[config.mk]
export PLATFORM = sky130hd
export DESIGN_NAME = prod_acc_flat
export DESIGN_NICKNAME = d
export VERILOG_FILES = /design/src/rtl/prod_acc_if.sv /design/src/rtl/prod_acc.sv /design/src/flat_wrapper.sv
export SDC_FILE = /design/constraint.sdc
export NUM_CORES = 1
export LEC_CHECK = 0
export CAP_MARGIN = 10
export CORE_MARGIN = 2
export CORE_UTILIZATION = 58
export CTS_BUF_LIST = sky130_fd_sc_hd__clkbuf_8
export CTS_CLUSTER_DIAMETER = 100
export DETAILED_ROUTE_END_ITERATION = 12
export GPL_TIMING_DRIVEN = 0
export PLACE_DENSITY = 0.95
export SYNTH_ARGS = -nofsm -noshare
export SYNTH_HDL_FRONTEND = slang
export SYNTH_SLANG_ARGS = --single-unit
[constraint.sdc]
create_clock -name clock -period 2.2 [get_ports clock]
set_input_delay 0.22 -clock clock [delete_from_list [all_inputs] [get_ports clock]]
set_output_delay 0.22 -clock clock [all_outputs]
set_load 0.05 [all_outputs]
[src/rtl/prod_acc_if.sv]
// rtl/prod_acc_if.sv - upstream/downstream handshake bundle for prod_acc
// Signal mx exists only when ACC_MAX_EN is defined.
interface prod_acc_if;
  logic        dav_in_;
  logic [15:0] m;
  logic        rfd_in;
  logic        rfd_out;
  logic        dav_out_;
  logic [23:0] s;
`ifdef ACC_MAX_EN
  logic [15:0] mx;

  modport master (output dav_in_, m, rfd_out, input rfd_in, dav_out_, s, mx);
  modport slave  (input dav_in_, m, rfd_out, output rfd_in, dav_out_, s, mx);
`else
  modport master (output dav_in_, m, rfd_out, input rfd_in, dav_out_, s);
  modport slave  (input dav_in_, m, rfd_out, output rfd_in, dav_out_, s);
`endif
endinterface

[src/rtl/prod_acc.sv]
// rtl/prod_acc.sv - sums N_TERMS unsigned 16-bit products per batch over dav/rfd handshakes
// Optional feature macro ACC_MAX_EN adds the batch-maximum register MAX and output mx.
module prod_acc #(
  parameter int N_TERMS = 4
) (
  input  logic      clock,
  input  logic      reset_,
  prod_acc_if.slave bus
);
  typedef enum logic [1:0] {IN_WAIT, IN_ACK, OUT_REQ, OUT_ACK} state_t;

  localparam logic [8:0] CNT_LAST = 9'(N_TERMS);

  state_t      state, state_nx;
  logic [23:0] acc, acc_nx;
  logic [23:0] s_q, s_nx;
  logic [8:0]  cnt, cnt_nx;
  logic        rfd_q, rfd_nx;
  logic        dav_q, dav_nx;
`ifdef ACC_MAX_EN
  logic [15:0] max_q, max_nx;
  logic [15:0] mx_q, mx_nx;
`endif

  always_ff @(posedge clock or negedge reset_) begin
    if (!reset_) begin
      state <= IN_WAIT;
      acc   <= '0;
      s_q   <= '0;
      cnt   <= '0;
      rfd_q <= 1'b1;
      dav_q <= 1'b1;
`ifdef ACC_MAX_EN
      max_q <= '0;
      mx_q  <= '0;
`endif
    end else begin
      state <= state_nx;
      acc   <= acc_nx;
      s_q   <= s_nx;
      cnt   <= cnt_nx;
      rfd_q <= rfd_nx;
      dav_q <= dav_nx;
`ifdef ACC_MAX_EN
      max_q <= max_nx;
      mx_q  <= mx_nx;
`endif
    end
  end

  // Leaving IN_WAIT on every accept means a long dav_in_ low adds m only once.
  always_comb begin
    state_nx = state;
    acc_nx   = acc;
    s_nx     = s_q;
    cnt_nx   = cnt;
    rfd_nx   = rfd_q;
    dav_nx   = dav_q;
`ifdef ACC_MAX_EN
    max_nx   = max_q;
    mx_nx    = mx_q;
`endif
    case (state)
      IN_WAIT: begin
        if (!bus.dav_in_) begin
          acc_nx   = acc + {8'd0, bus.m};
          cnt_nx   = cnt + 9'd1;
          rfd_nx   = 1'b0;
          state_nx = IN_ACK;
`ifdef ACC_MAX_EN
          max_nx   = (bus.m > max_q) ? bus.m : max_q;
`endif
        end
      end
      IN_ACK: begin
        // cnt stops at CNT_LAST because the batch is closed here, so it never wraps.
        if (bus.dav_in_) begin
          if (cnt == CNT_LAST) begin
            state_nx = OUT_REQ;
          end else begin
            rfd_nx   = 1'b1;
            state_nx = IN_WAIT;
          end
        end
      end
      OUT_REQ: begin
        if (bus.rfd_out) begin
          s_nx     = acc;
          dav_nx   = 1'b0;
          state_nx = OUT_ACK;
`ifdef ACC_MAX_EN
          mx_nx    = max_q;
`endif
        end
      end
      OUT_ACK: begin
        if (!bus.rfd_out) begin
          dav_nx   = 1'b1;
          acc_nx   = '0;
          cnt_nx   = '0;
          rfd_nx   = 1'b1;
          state_nx = IN_WAIT;
`ifdef ACC_MAX_EN
          max_nx   = '0;
`endif
        end
      end
      default: state_nx = IN_WAIT;
    endcase
  end

  assign bus.rfd_in   = rfd_q;
  assign bus.dav_out_ = dav_q;
  assign bus.s        = s_q;
`ifdef ACC_MAX_EN
  assign bus.mx       = mx_q;
`endif

endmodule
[src/flat_wrapper.sv]
// flat-port wrapper written by rule: the top's interface ports become plain ports
module prod_acc_flat 
#(
  parameter int N_TERMS = 4
)
  (clock, reset_, bus_dav_in_, bus_m, bus_rfd_out, bus_rfd_in, bus_dav_out_, bus_s);
  prod_acc_if bus_i ();
  input  logic clock;
  input  logic reset_;
  input wire logic [$bits(bus_i.dav_in_)-1:0] bus_dav_in_;
  input wire logic [$bits(bus_i.m)-1:0] bus_m;
  input wire logic [$bits(bus_i.rfd_out)-1:0] bus_rfd_out;
  output wire logic [$bits(bus_i.rfd_in)-1:0] bus_rfd_in;
  output wire logic [$bits(bus_i.dav_out_)-1:0] bus_dav_out_;
  output wire logic [$bits(bus_i.s)-1:0] bus_s;
  assign bus_i.dav_in_ = bus_dav_in_;
  assign bus_i.m = bus_m;
  assign bus_i.rfd_out = bus_rfd_out;
  assign bus_rfd_in = bus_i.rfd_in;
  assign bus_dav_out_ = bus_i.dav_out_;
  assign bus_s = bus_i.s;
  prod_acc #(.N_TERMS(N_TERMS)) u_core (.clock(clock), .reset_(reset_), .bus(bus_i));
endmodule
# == Yosys cells after proc, flatten, opt, wreduce, memory -nomap -nowiden ==
# Cells that the tools add are included.
# word_totals
register_bits,61
inputBits,20
output_inout_bits,26
# op_classes
n_addsub,2
eq_ne,9
muxes,19
n_reduce_logical,9
# ops
op,count
24-bit 2-to-1 mux,2
24-bit case mux with 2 select lines,1
24-bit by 16-bit adder with 24-bit output,1
9-bit 2-to-1 mux,2
9-bit case mux with 2 select lines,1
2-bit 2-to-1 mux,5
2-bit inequality test (second input constant),5
9-bit by 1-bit adder with 9-bit output (second input constant),1
9-bit by 3-bit equality test with 1-bit output (second input constant),1
2-bit case mux with 4 select lines,1
3-bit AND reduction,2
1-bit 2-to-1 mux,5
5-bit AND reduction,1
2-bit equality test (second input constant),2
4-bit AND reduction,1
2-bit nonzero test,2
1-bit case mux with 3 select lines,1
3-bit nonzero test,1
2-bit by 1-bit equality test with 1-bit output (second input constant),1
2-bit zero test,1
1-bit case mux with 2 select lines,1
2-bit AND reduction,1

# == Logic depth before layout (Yosys ltp) ==
# Gate-level depths: netlist (run 1).
# logic_depth
depth_word,4
depth_mapped,10
mapped_depth_nobuf,8

# == Least setup slack after synthesis (run 1) ==
# Ideal clock, no wire load.
# synth_path
path_kind,register to register
start,register u_core.acc[8]
end,register u_core.acc[15]
setup_ns,0.068
arrival_ns,1.821
required_time_ns,2.132
path_slack_ns,0.311
path_stages_with_launch,9
n_path_buf,1
synth_period_minus_slack_ns,1.889
path_cell_list,dfrtp_1 ha_1 buf_6 a21oi_2 o21ai_0 a31oi_1 o31ai_1 a311o_1 nand3_1
# synth_via
elab_chain_cells,3
# synth_lines
item,line,text
"start, declared",prod_acc.sv:15,"logic [23:0] acc, acc_nx;"
"start signal, assigned",prod_acc.sv:39,acc <= acc_nx;
24-bit by 16-bit adder with 24-bit output,prod_acc.sv:66,"acc_nx = acc + {8'd0, bus.m};"
24-bit 2-to-1 mux,prod_acc.sv:65,if (!bus.dav_in_) begin
24-bit case mux with 2 select lines,prod_acc.sv:63,case (state)
# Every way passes these cells. The select of a mux whose other input is x is not followed.
# A chain may end at the register's enable or synchronous reset.

# == Worst setup path after layout (run 1) ==
# layout_path
start,register u_core.acc[1]
end,register u_core.acc[15]
# The elaborated chain is that of the path after synthesis.

==> results.txt, run 1 <==
* Largest net degree at the start of global routing: 33
- Once detail routing completed, the nets flagged for antenna violations numbered 0.
- In this run the core area contains 28 standard-cell rows.
- Number of max-capacitance violations reported: 0
- In the synthesized netlist the async set-or-reset flop fraction comes to 1.00.
* Worst setup path class: flip-flop to flip-flop
* Crit end category: flip-flop
* Power Total: 0.00742 W
* Synthesis-to-layout area growth: 23.6%
- In this run, synthesis produced a sequential element count of 61.
* Top cells by area, synth: sky130_fd_sc_hd__dfrtp_1, sky130_fd_sc_hd__ha_1, sky130_fd_sc_hd__mux2_2
* Combinational family with the most area after synthesis: compound AO/OA/AOI/OAI gates
- The die is 82.8 um wide.
- Number of enable-type register cells in the synthesized netlist: 0
- Summing every instance area after synthesis gives ~3600 um2.
- End-of-flow core utilization: 0.748
- Detailed placement ended at an HPWL of 6.04 mm.
- Peak supply drop: 1.22 mV
- Combined global-route utilization of all metal layers: 0.262
- Static leakage power: roughly 2.0 nW
- The die is 82.8 um tall.
- Avg WL per Cell: 17.0 um
* Ant. Diodes: 0
* Final hold violations: 0
- Number of primary I/O pins: 46
- Of the total synthesized cell area, the portion taken by full adders, half adders and majority gates is 0.0819.
- Summed over all layers, the global routing overflow is 0.
* Total die area: 6860 um2
- Along the worst path, the maximum fanout reaches 4.
- At the later pin of the worst-skew pair, clock insertion delay measures about 0.35 ns.
- Routability-driven placement finished with a final weighted congestion of 0.903.
- Core area: 5960 um2
* Count of final setup violators: 0
* Post-detailed-route via-to-cell ratio: 6.10
- Buffers added to address setup during post-CTS repair amount to 0.
- The tree is rooted in a sky130_fd_sc_hd__clkbuf_8.
- The worst setup path is launched from a flip-flop.
- Of all cell types, the one taking the most synthesized area is sky130_fd_sc_hd__dfrtp_1.
- Worst path cell trace: ha_1 -> a211oi_2 -> o21ai_2 -> o21ai_2 -> o31ai_2 -> a311o_1 -> nand3_1
* Portion of netlist area occupied by mux cells: 0.0861
- For this run, the slowest stage of the critical path takes 0.45 ns.
* Req. time, crit path: 2.48 ns
- Critical-path cell with the highest stage delay: sky130_fd_sc_hd__dfrtp_1
* Fill cell count: 419
- Of the post-synthesis cell area, the dominant cell type holds 0.410.
- The first detailed-routing pass ran for 5 iterations.
- The most numerous cell type found on the critical path is sky130_fd_sc_hd__o21ai_2.
- Via count of the first global-routing pass: 3032
* Gate Count Post-Synth: 367
- In the synthesized netlist the dominant register cell turns out to be sky130_fd_sc_hd__dfrtp_1.
- Most common cell after layout, fill and taps aside: sky130_fd_sc_hd__dfrtp_1
* Headroom to the max-slew limit: 0.528
- Post-synthesis share of cell area spent on and, or, nand and nor gates: 0.157
- Type of the tightest min-delay check: primary input to asynchronous set/reset pin
- CTS Buf Count: 9
- Final setup TNS: 0 ns
* Starting DRT DRC Count: around 210
- Number of antenna violations at the first check in global routing: 0
* Status: completed
- Dividing the synthesized area by the synthesized cell count gives about 9.8 um2.
- Share of the synthesized netlist area taken by xor and xnor gates: 0.0340
- The count of buffers added on input and output ports is 45.
* Number of distinct library cell variants in the gate-level netlist after synthesis: 58
- Max-slew violation total from the final report: 0
- Buffer levels on the longest clock path: 2
- For this run, the number of Yosys warnings is 0.
- Setup repair after global routing could not meet its margin everywhere.
- H-tree depth: 3
- Transition time of the tightest slew-check pin: 0.707 ns
* PwrDens: roughly 1700 nW/um2
* Arrival time of data at the critical path endpoint: 2.40 ns
* Worst Skew: 0.0105 ns
* CTS tree: yes
- Portion of the post-synthesis area used by sequential elements: 0.424
- After detailed routing, the number of remaining DRC violations is 0.
- The number of nets handed over by synthesis was 410.
* Clock-pin slew on the worst setup and hold paths: 0.07 ns
- Wires add up to 8.54 mm.
- Of the available clock period, the critical path in the final layout requires 0.963.
- Summing over every cut layer, the via total after detailed routing is 3061.
- First-pass GRT wire length: between 10 and 15 mm
* Proportion of layout cells with a drive suffix above 1: 0.171
* Net count reported at finish: about 470
- After layout, the minimum clock period comes to around 2.1 ns.
* Upper clock frequency limit: 472 MHz
- Starting utilization of the core area: 0.605
- The clock drives 61 sinks.
* Post-synthesis compound-gate area fraction: 0.180
- Leaving out fill and tap cells, the most frequent cells in the layout are sky130_fd_sc_hd__dfrtp_1, sky130_fd_sc_hd__nand2_1, sky130_fd_sc_hd__clkdlybuf4s50_1.
[state kept, by name, summed over array words and instances, names as in the netlist, named ones only]
register	count
u_core.acc	24
u_core.bus.dav_out_	1
u_core.bus.rfd_in	1
u_core.bus.s	24
u_core.cnt	9
u_core.state	1
[Yosys cell counts (all sizes together), types with 2 or more instances]
| master | count |
|---|---|
| o21a | 4 |
| dfstp | 2 |
| a31oi | 2 |
| and2 | 3 |
| o311ai | 2 |
| o21ai | 33 |
| nand2 | 50 |
| a21o | 6 |
| ha | 22 |
| nor3 | 2 |
| xnor2 | 7 |
| inv | 14 |
| nand3 | 13 |
| o31ai | 5 |
| o211ai | 2 |
| and3 | 4 |
| nor4 | 3 |
| dfrtp | 59 |
| a21oi | 25 |
| nand3b | 3 |
| a21boi | 3 |
| mux2 | 24 |
| a211o | 4 |
| or3 | 5 |
| nor2 | 15 |
| mux2i | 4 |
| a211oi | 2 |
| clkbuf | 9 |
| nand4b | 2 |
| xor2 | 7 |
| buf | 6 |
| nand2b | 5 |
| nand4 | 5 |
[metal layers]
metal  global-route usage  wire, um  vias up
met5                    0         0        -
met4                0.115       106        0
met3               0.0437       511       13
met2                0.416      4130      122
met1                0.354      3790     1493
li1                     -         -     1433
[power by group]
part,switching [W],leakage (nW),internal [W],total (W)
logic,0.00260,1.16,0.00166,0.00426
clock network,0.000450,0.110,0.000656,0.00111
registers,0.000418,0.760,0.00164,0.00206
total,0.00347,2.03,0.00396,0.00742
[cells by family after synthesis]
kind of cell	after synthesis
multiplexers	28
AO/OA/AOI/OAI	99
AND/OR/NAND/NOR	113
flip-flops	61
buffers and inverters	29
adder cells (fa/ha/maj)	23
XOR/XNOR	14
[what timing repair did]
item	4_1_cts	5_1_grt
hold buffers	1	0
setup endpoints to repair	0	37
endpoints found under the hold margin	29	0
gates resized for setup	0	25
[through the flow]
stage          instances  worst slack (ns)  instance area (um2)  hold WS, ns
6_report             502            0.0812                 4460        0.459
5_1_grt              502           -0.0337                 4460        0.507
4_1_cts              504            0.0272                 4390        0.481
3_5_place_dp         488            -0.217                 4160        0.306
3_3_place_gp         487            -0.953                 4150        0.459
2_1_floorplan        367             0.311                 3600      -0.0756
[critical path: cells and delay by family (launching register included)]
| family | cells | cell delay (ns) |
|---|---|---|
| fa+ha+maj | 1 | 0.34 |
| simple gates | 1 | 0.08 |
| flops | 1 | 0.45 |
| compound gates | 5 | 1.19 |
[final cells by class]
cell class                 count  area, um2  area share
buffer                        13       81.3      0.0182
clock buffer                  10        138      0.0309
clock inverter                 5       76.3      0.0171
inverter                      14       52.6      0.0118
multi-input combinational    277       2010       0.451
sequential                    61       1530       0.343
tap                           75       93.8      0.0211
timing repair buffer          47        475       0.107
[path summary, 6_finish.rpt]
kind / endpoint / cells after the start / slack, ns / from
worst max register to register: u_core.acc[15] / 7 / 0.08 / u_core.acc[1]
worst min register to register: u_core.bus.dav_out_ / 2 / 0.48 / u_core.bus.dav_out_
worst max-delay path: u_core.acc[15] / 7 / 0.08 / u_core.acc[1]
max in group asynchronous: u_core.bus.dav_out_ / 3 / 1.05 / reset_
min in group clock: u_core.bus.dav_out_ / 2 / 0.48 / u_core.bus.dav_out_
worst min-delay path: u_core.bus.s[9] / 2 / 0.46 / reset_
Power figures use the tool's default switching activity.
==> inputs of run 2 (changes only) <==
--- a/config.mk
+++ b/config.mk
@@ -12,6 +12,7 @@
 export CTS_CLUSTER_DIAMETER = 100
 export DETAILED_ROUTE_END_ITERATION = 12
 export GPL_TIMING_DRIVEN = 0
+export MAX_ROUTING_LAYER = met4
 export PLACE_DENSITY = 0.95
 export SYNTH_ARGS = -nofsm -noshare
 export SYNTH_HDL_FRONTEND = slang
==> run 2 against run 1 <==
  * Clock skew fell by 0.00054 ns
  * Sequential power barely moved
  * Fmax fell by 2.8%
  * Utilization rose by 0.17 points
  * Cell count rose by 0.40%
  * Total power rose by 0.29%
  * Sequential share of layout area fell by 0.077 points
  * Non-clock buffer count rose by 1
  * Global-route usage rose by 0.71 points
  * Register-to-register slack got worse by 0.06 ns
  * Via count rose by 0.49%
  * Die area did not move
  * Critical endpoint is now u_core.acc[20]
==> results.txt, run 2 (same netlist as run 1, synthesis figures left out) <==
- Clock root buffer: sky130_fd_sc_hd__clkbuf_8
- For this run, the post-layout net count is 467.
- VDD sags by at most 1.16 mV.
- Crit end category: flip-flop
- Setup violations remaining at the end of the flow were counted as 0.
* Crit-path max FO: 5
- The placed instances occupy a cell area of 4160 um2.
- The tool flagged a number of max-cap violations equal to 0.
* H-tree depth: 3
* Synthesis-to-layout area growth: 23.9%
* CTS tree: yes
- The number of setup buffers added after CTS is 0.
- Worst R2R Setup Slack: 0.02 ns
- Starting DRT DRC Count: 189
* Antenna-violating nets left: 0
- Die width: 82.8 um
* PwrDens: 1670 nW/um2
* Transition time of the tightest slew-check pin: slightly below 0.7 ns
* Final hold violations: 0
* Via count of the first global-routing pass: 3098
- Headroom to the max-slew limit: 0.542
- Clock-pin slew was measured on the worst setup and hold paths at 0.07 ns.
* First-pass GRT wire length: 14.5 mm
* Overall die height: 82.8 um
- At the worst endpoint, the arrival time is 2.41 ns.
* Final Hold Slack: 0.451 ns
- Hpwl dp: 6.21 mm
* Period utilisation layout: 0.991
- The congestion estimate from routability-driven global placement came to 0.908.
- The worst setup path is launched from a flip-flop.
- Input and output buffers added on the ports amount to 45.
* Total die area: 6860 um2
* Clock sink count: 61
- CTS Buf Count: 9
* Final Non-Filler Cells: 504
- In this run the count of I/O pins placed on the die edge is 46.
- Upper clock frequency limit: 459 MHz
* Ant. Diodes: 0
* Post-detailed-route DRC marker count: 0
* Core area: 5960 um2
- Number of antenna violations at the first check in global routing: 0
- Before antenna repair, the detailed router went through 5 iterations.
* Final setup slack of the worst path: between 0.02 and 0.025 ns
* Leading cell types in the layout, fill and taps excluded: sky130_fd_sc_hd__dfrtp_1, sky130_fd_sc_hd__nand2_1, sky130_fd_sc_hd__clkdlybuf4s50_1
- Static leakage power: 2.04 nW
- Aggregate global routing overflow: 0
- Worst Skew: 0.00996 ns
- Proportion of layout cells with a drive suffix above 1: 0.170
* Largest net degree at the start of global routing: 33
- Avg WL per Cell: 17.4 um
- For the worst-skew pair, the clock arrives at the later sink with an insertion delay of 0.34 ns.
* Status: completed
- Design Area, Final: 4470 um2
* Number of rows created at floorplan: 28
* Max-slew violation total from the final report: 0
- Clock period minus worst slack: between 2 and 2.5 ns
- Req. time, crit path: 2.43 ns
* Total wire length: 8.75 mm
* Starting utilization of the core area: 0.605
* Most common cell after layout, fill and taps aside: sky130_fd_sc_hd__dfrtp_1
- The clock passes through at most 2 buffers.
* Post-detailed-route via-to-cell ratio: 6.10
- Worst setup path class: flip-flop to flip-flop
* Combined global-route utilization of all metal layers: 0.269
* Power Total: around 0.0074 W
- Prior to clock tree synthesis, the placed netlist has a worst setup slack of -0.258 ns.
- RSZ-0062 raised after global routing: true
- Type of the tightest min-delay check: primary input to asynchronous set/reset pin
* # placed instances: ~490
- Via count: 3076
## run 2: changes by cell type in the layout (fill, tap and decap cells not counted), sizes merged
cell / change
bufinv: -1
clkinvlp: -1
inv: +2
clkinv: -1
clkbuf: +5
buf: -2
## run 2: timing repair
action / CTS / global route
hold buffers: 1 / 0
pin swaps: 0 / 2
resized for setup: 2 / 23
endpoints found under the setup margin: 12 / 30
hold endpoints to repair: 29 / 0
## run 2: area by class of cell
cell class / instances / area [um2]
multi-input combinational: 277 / 2020
sequential: 61 / 1530
fill: 433 / 1490
timing repair buffer: 47 / 475
clock buffer: 12 / 165
tap: 75 / 93.8
buffer: 14 / 87.6
inverter: 14 / 52.6
clock inverter: 4 / 41.3
## run 2: path summary, 6_finish.rpt
| path | from | to | cells past startpoint |
|---|---|---|---|
| min in group clock | u_core.bus.dav_out_ | u_core.bus.dav_out_ | 2 |
| max in group asynchronous | reset_ | u_core.bus.rfd_in | 3 |
| hold reg to reg | u_core.bus.dav_out_ | u_core.bus.dav_out_ | 2 |
| setup reg to reg | u_core.acc[6] | u_core.acc[20] | 7 |
| hold / removal | reset_ | u_core.acc[10] | 2 |
| setup / recovery | u_core.acc[6] | u_core.acc[20] | 7 |
## run 2: power breakdown
group | internal [W] | total [W] | switching, W
registers | 0.00164 | 0.00205 | 0.000413
clock network | 0.000605 | 0.00105 | 0.000443
logic | 0.00168 | 0.00434 | 0.00267
## run 2: layer usage
layer,wire [um],vias to the layer above,GRT usage
met5,0,-,-
met4,172,0,0.110
met3,458,19,0.0467
met2,4240,121,0.418
met1,3880,1502,0.351
li1,-,1434,-
## run 2: stage by stage
step            util  TNS [ns]
4_1_cts        0.736         0
5_1_grt        0.750    -0.133
6_report       0.750         0
3_5_place_dp   0.699     -2.35
3_3_place_gp   0.697    -58.13
2_1_floorplan      -         0
## run 2: critical path, stage by stage (launching register included)
cell                       delay [ns]
sky130_fd_sc_hd__dfrtp_1         0.40
sky130_fd_sc_hd__ha_1            0.39
sky130_fd_sc_hd__nand2_1         0.20
sky130_fd_sc_hd__a211o_1         0.33
sky130_fd_sc_hd__and2_4          0.17
sky130_fd_sc_hd__a21bo_2         0.22
sky130_fd_sc_hd__a211o_1         0.27
sky130_fd_sc_hd__o311ai_1        0.09
==> inputs of run 3 (changes only) <==
--- a/config.mk
+++ b/config.mk
@@ -6,7 +6,6 @@
 export NUM_CORES = 1
 export LEC_CHECK = 0
 export CAP_MARGIN = 10
-export CORE_MARGIN = 2
 export CORE_UTILIZATION = 58
 export CTS_BUF_LIST = sky130_fd_sc_hd__clkbuf_8
 export CTS_CLUSTER_DIAMETER = 100
==> run 3 against run 2 <==
  * Via count up 2.2%
  * Worst hold slack got worse by 0.033 ns
  * Utilization is essentially flat
  * Sequential share of layout area about the same
  * Non-clock buffer count rose by 1
  * Sequential power about the same
  * Clock skew fell by 0.0045 ns
  * Critical endpoint is now u_core.acc[15]
  * Highest routed layer unchanged
==> results.txt, run 3 (same netlist as run 1, synthesis figures left out) <==
- Avg WL per Cell: 17.8 um
- Leading cell types in the layout, fill and taps excluded: sky130_fd_sc_hd__dfrtp_1, sky130_fd_sc_hd__nand2_1, sky130_fd_sc_hd__clkdlybuf4s50_1
- Across the routed clock network, the largest skew measured is 0.00542 ns.
* Total die area: 6530 um2
- Relative to the synthesized area, the layout overhead comes to 24.0%.
* Clock-pin slew on the worst setup and hold paths: 0.07 ns
- Number of primary I/O pins: 46
* Upper clock frequency limit: 468 MHz
* CTS Buf Count: 9
* Total wire length: slightly below 9 mm
- For the worst setup path, the data arrival time is 2.42 ns.
- Subtracting the final worst setup slack from the clock period gives 2.14 ns.
- Setup repair after global routing could not meet its margin everywhere.
- The clock drives 61 sinks.
- Detailed routing inserted a total of 3143 vias.
- The first global-routing pass estimated 14.4 mm of wire.
- In this run the worst setup path begins at u_core.acc[8].
- For the pin with the worst max-slew slack, the measured transition is 0.631 ns.
* Crit end category: flip-flop
- Antenna-violating nets left: 0
* Proportion of layout cells with a drive suffix above 1: 0.182
- Worst reg2reg startpoint: u_core.acc[8]
- End-of-flow core utilization: 0.750
- Global routing finished with a remaining overflow of 0.
- Req. time, crit path: 2.48 ns
- The final-report hold violation count was 0.
* Starting DRT DRC Count: 256
* Type of the tightest min-delay check: primary input to asynchronous set/reset pin
* Number of rows created at floorplan: 28
- The repair_antennas step left the layout with diodes totalling 0.
* PwrDens: between 1500 and 2000 nW/um2
- Die width: 80.8 um
- Leaving out fill and tap cells, the most frequent cell in the layout is sky130_fd_sc_hd__dfrtp_1.
* Number of max-capacitance violations reported: 0
* Net count reported at finish: 468
- Prior to clock tree synthesis, the placed netlist has a worst setup slack of -0.282 ns.
* Post-detailed-route DRC marker count: 0
- R2R Path End: u_core.acc[15]
- The floorplan step defined a core boundary enclosing 5960 um2.
- The worst-case IR drop observed on VDD is 0.936 mV.
* Worst setup path class: flip-flop to flip-flop
* H-tree depth: 3
- Via count of the first global-routing pass: 3035
- Headroom to the max-slew limit: 0.579
- TritonCTS built the clock tree.
- Combined global-route utilization of all metal layers: 0.304
* Number of I/O port buffers: 45
* Static leakage power: around 2 nW
* Overall die height: just over 80 um
- Max-slew violation total from the final report: 0
- Entering global routing, the biggest net connects 36 pins.
- In the routed layout, each cell is associated on average with a via count of 6.25.
- Final Hold Slack: ~0.42 ns
- Period utilisation layout: 0.971
* Crit path launch type: flip-flop
- Of all nets on the critical path, the largest fanout is 8.
- Setup violations remaining at the end of the flow were counted as 0.
- Setup slack on the critical path of the routed design comes to approximately 0.064 ns.
- Starting utilization of the core area: 0.605
- Buffer levels on the longest clock path: 2
* Hpwl dp: 6.12 mm
* Number of antenna violations at the first check in global routing: 0
- The number of cells on the worst reg-to-reg path is 8.
* Global placer's final weighted congestion: 0.911
- Insertion delay of the later-clocked pin in the worst-skew pair: 0.34 ns
- Status: completed
- Worst R2R Setup Slack: 0.06 ns
- Router iterations before antenna repair: 5
* Clock root buffer: sky130_fd_sc_hd__clkbuf_8
-- run 3: critical path, stage by stage (launching register included) --
cell and delay (ns):
sky130_fd_sc_hd__dfrtp_1 0.40, sky130_fd_sc_hd__ha_1 0.31, sky130_fd_sc_hd__buf_6 0.15, sky130_fd_sc_hd__a21oi_4 0.17, sky130_fd_sc_hd__o21ai_0 0.12, sky130_fd_sc_hd__a31oi_1 0.28, sky130_fd_sc_hd__o31ai_1 0.18, sky130_fd_sc_hd__a311o_1 0.38
sky130_fd_sc_hd__nand3_1 0.08
-- run 3: worst max-delay path by stage --
| stage | to | slack [ns] | cells after the start |
|---|---|---|---|
| finish | u_core.acc[15] | 0.06 | 8 |
| global route | u_core.acc[15] | -0.04 | 8 |
| CTS | u_core.acc[17] | 0.02 | 7 |
| detailed placement | u_core.acc[17] | -0.28 | 8 |
| global placement | u_core.cnt[5] | -0.98 | 1 |
| floorplan | u_core.acc[15] | 0.31 | 8 |
-- run 3: power breakdown --
part           leakage [nW]  internal [W]  switching [W]  total [W]
clock                 0.106      0.000599       0.000426    0.00103
combinational          1.17       0.00169        0.00269    0.00438
sequential            0.760       0.00164       0.000434    0.00207
total                  2.03       0.00393        0.00355    0.00748
-- run 3: layout make-up --
cell class / count / area, um2
fill: 400 / 1490
inverter: 14 / 52.6
clock buffer: 12 / 165
timing repair buffer: 48 / 483
multi-input combinational: 277 / 2030
tap: 75 / 93.8
sequential: 61 / 1530
clock inverter: 2 / 33.8
buffer: 14 / 82.6
-- run 3: metrics by stage --
step	instances	instance area, um2	total power [W]	TNS, ns
finish	503	4470	0.00748	0
global route	503	4470	0.00793	-0.0406
CTS	503	4370	0.00722	0
detailed placement	488	4160	0.00615	-3.22
global placement	487	4150	0.00595	-59.74
floorplan	367	3600	0.00497	0
-- run 3: timing repair --
item | CTS | global route
endpoints found under the hold margin | 26 | 0
gates cloned | 0 | 0
gates resized for setup | 1 | 26
setup endpoints to repair | 10 | 28
buffers inserted | 0 | 1
pin swaps | 0 | 3
hold buffers | 1 | 0
-- run 3: routing by layer --
metal	vias to the layer above	wire length, um	track usage
met1	1547	3880	0.387
met5	-	0	-
met3	19	521	0.0596
met4	0	184	0.121
li1	1437	-	-
met2	140	4360	0.477
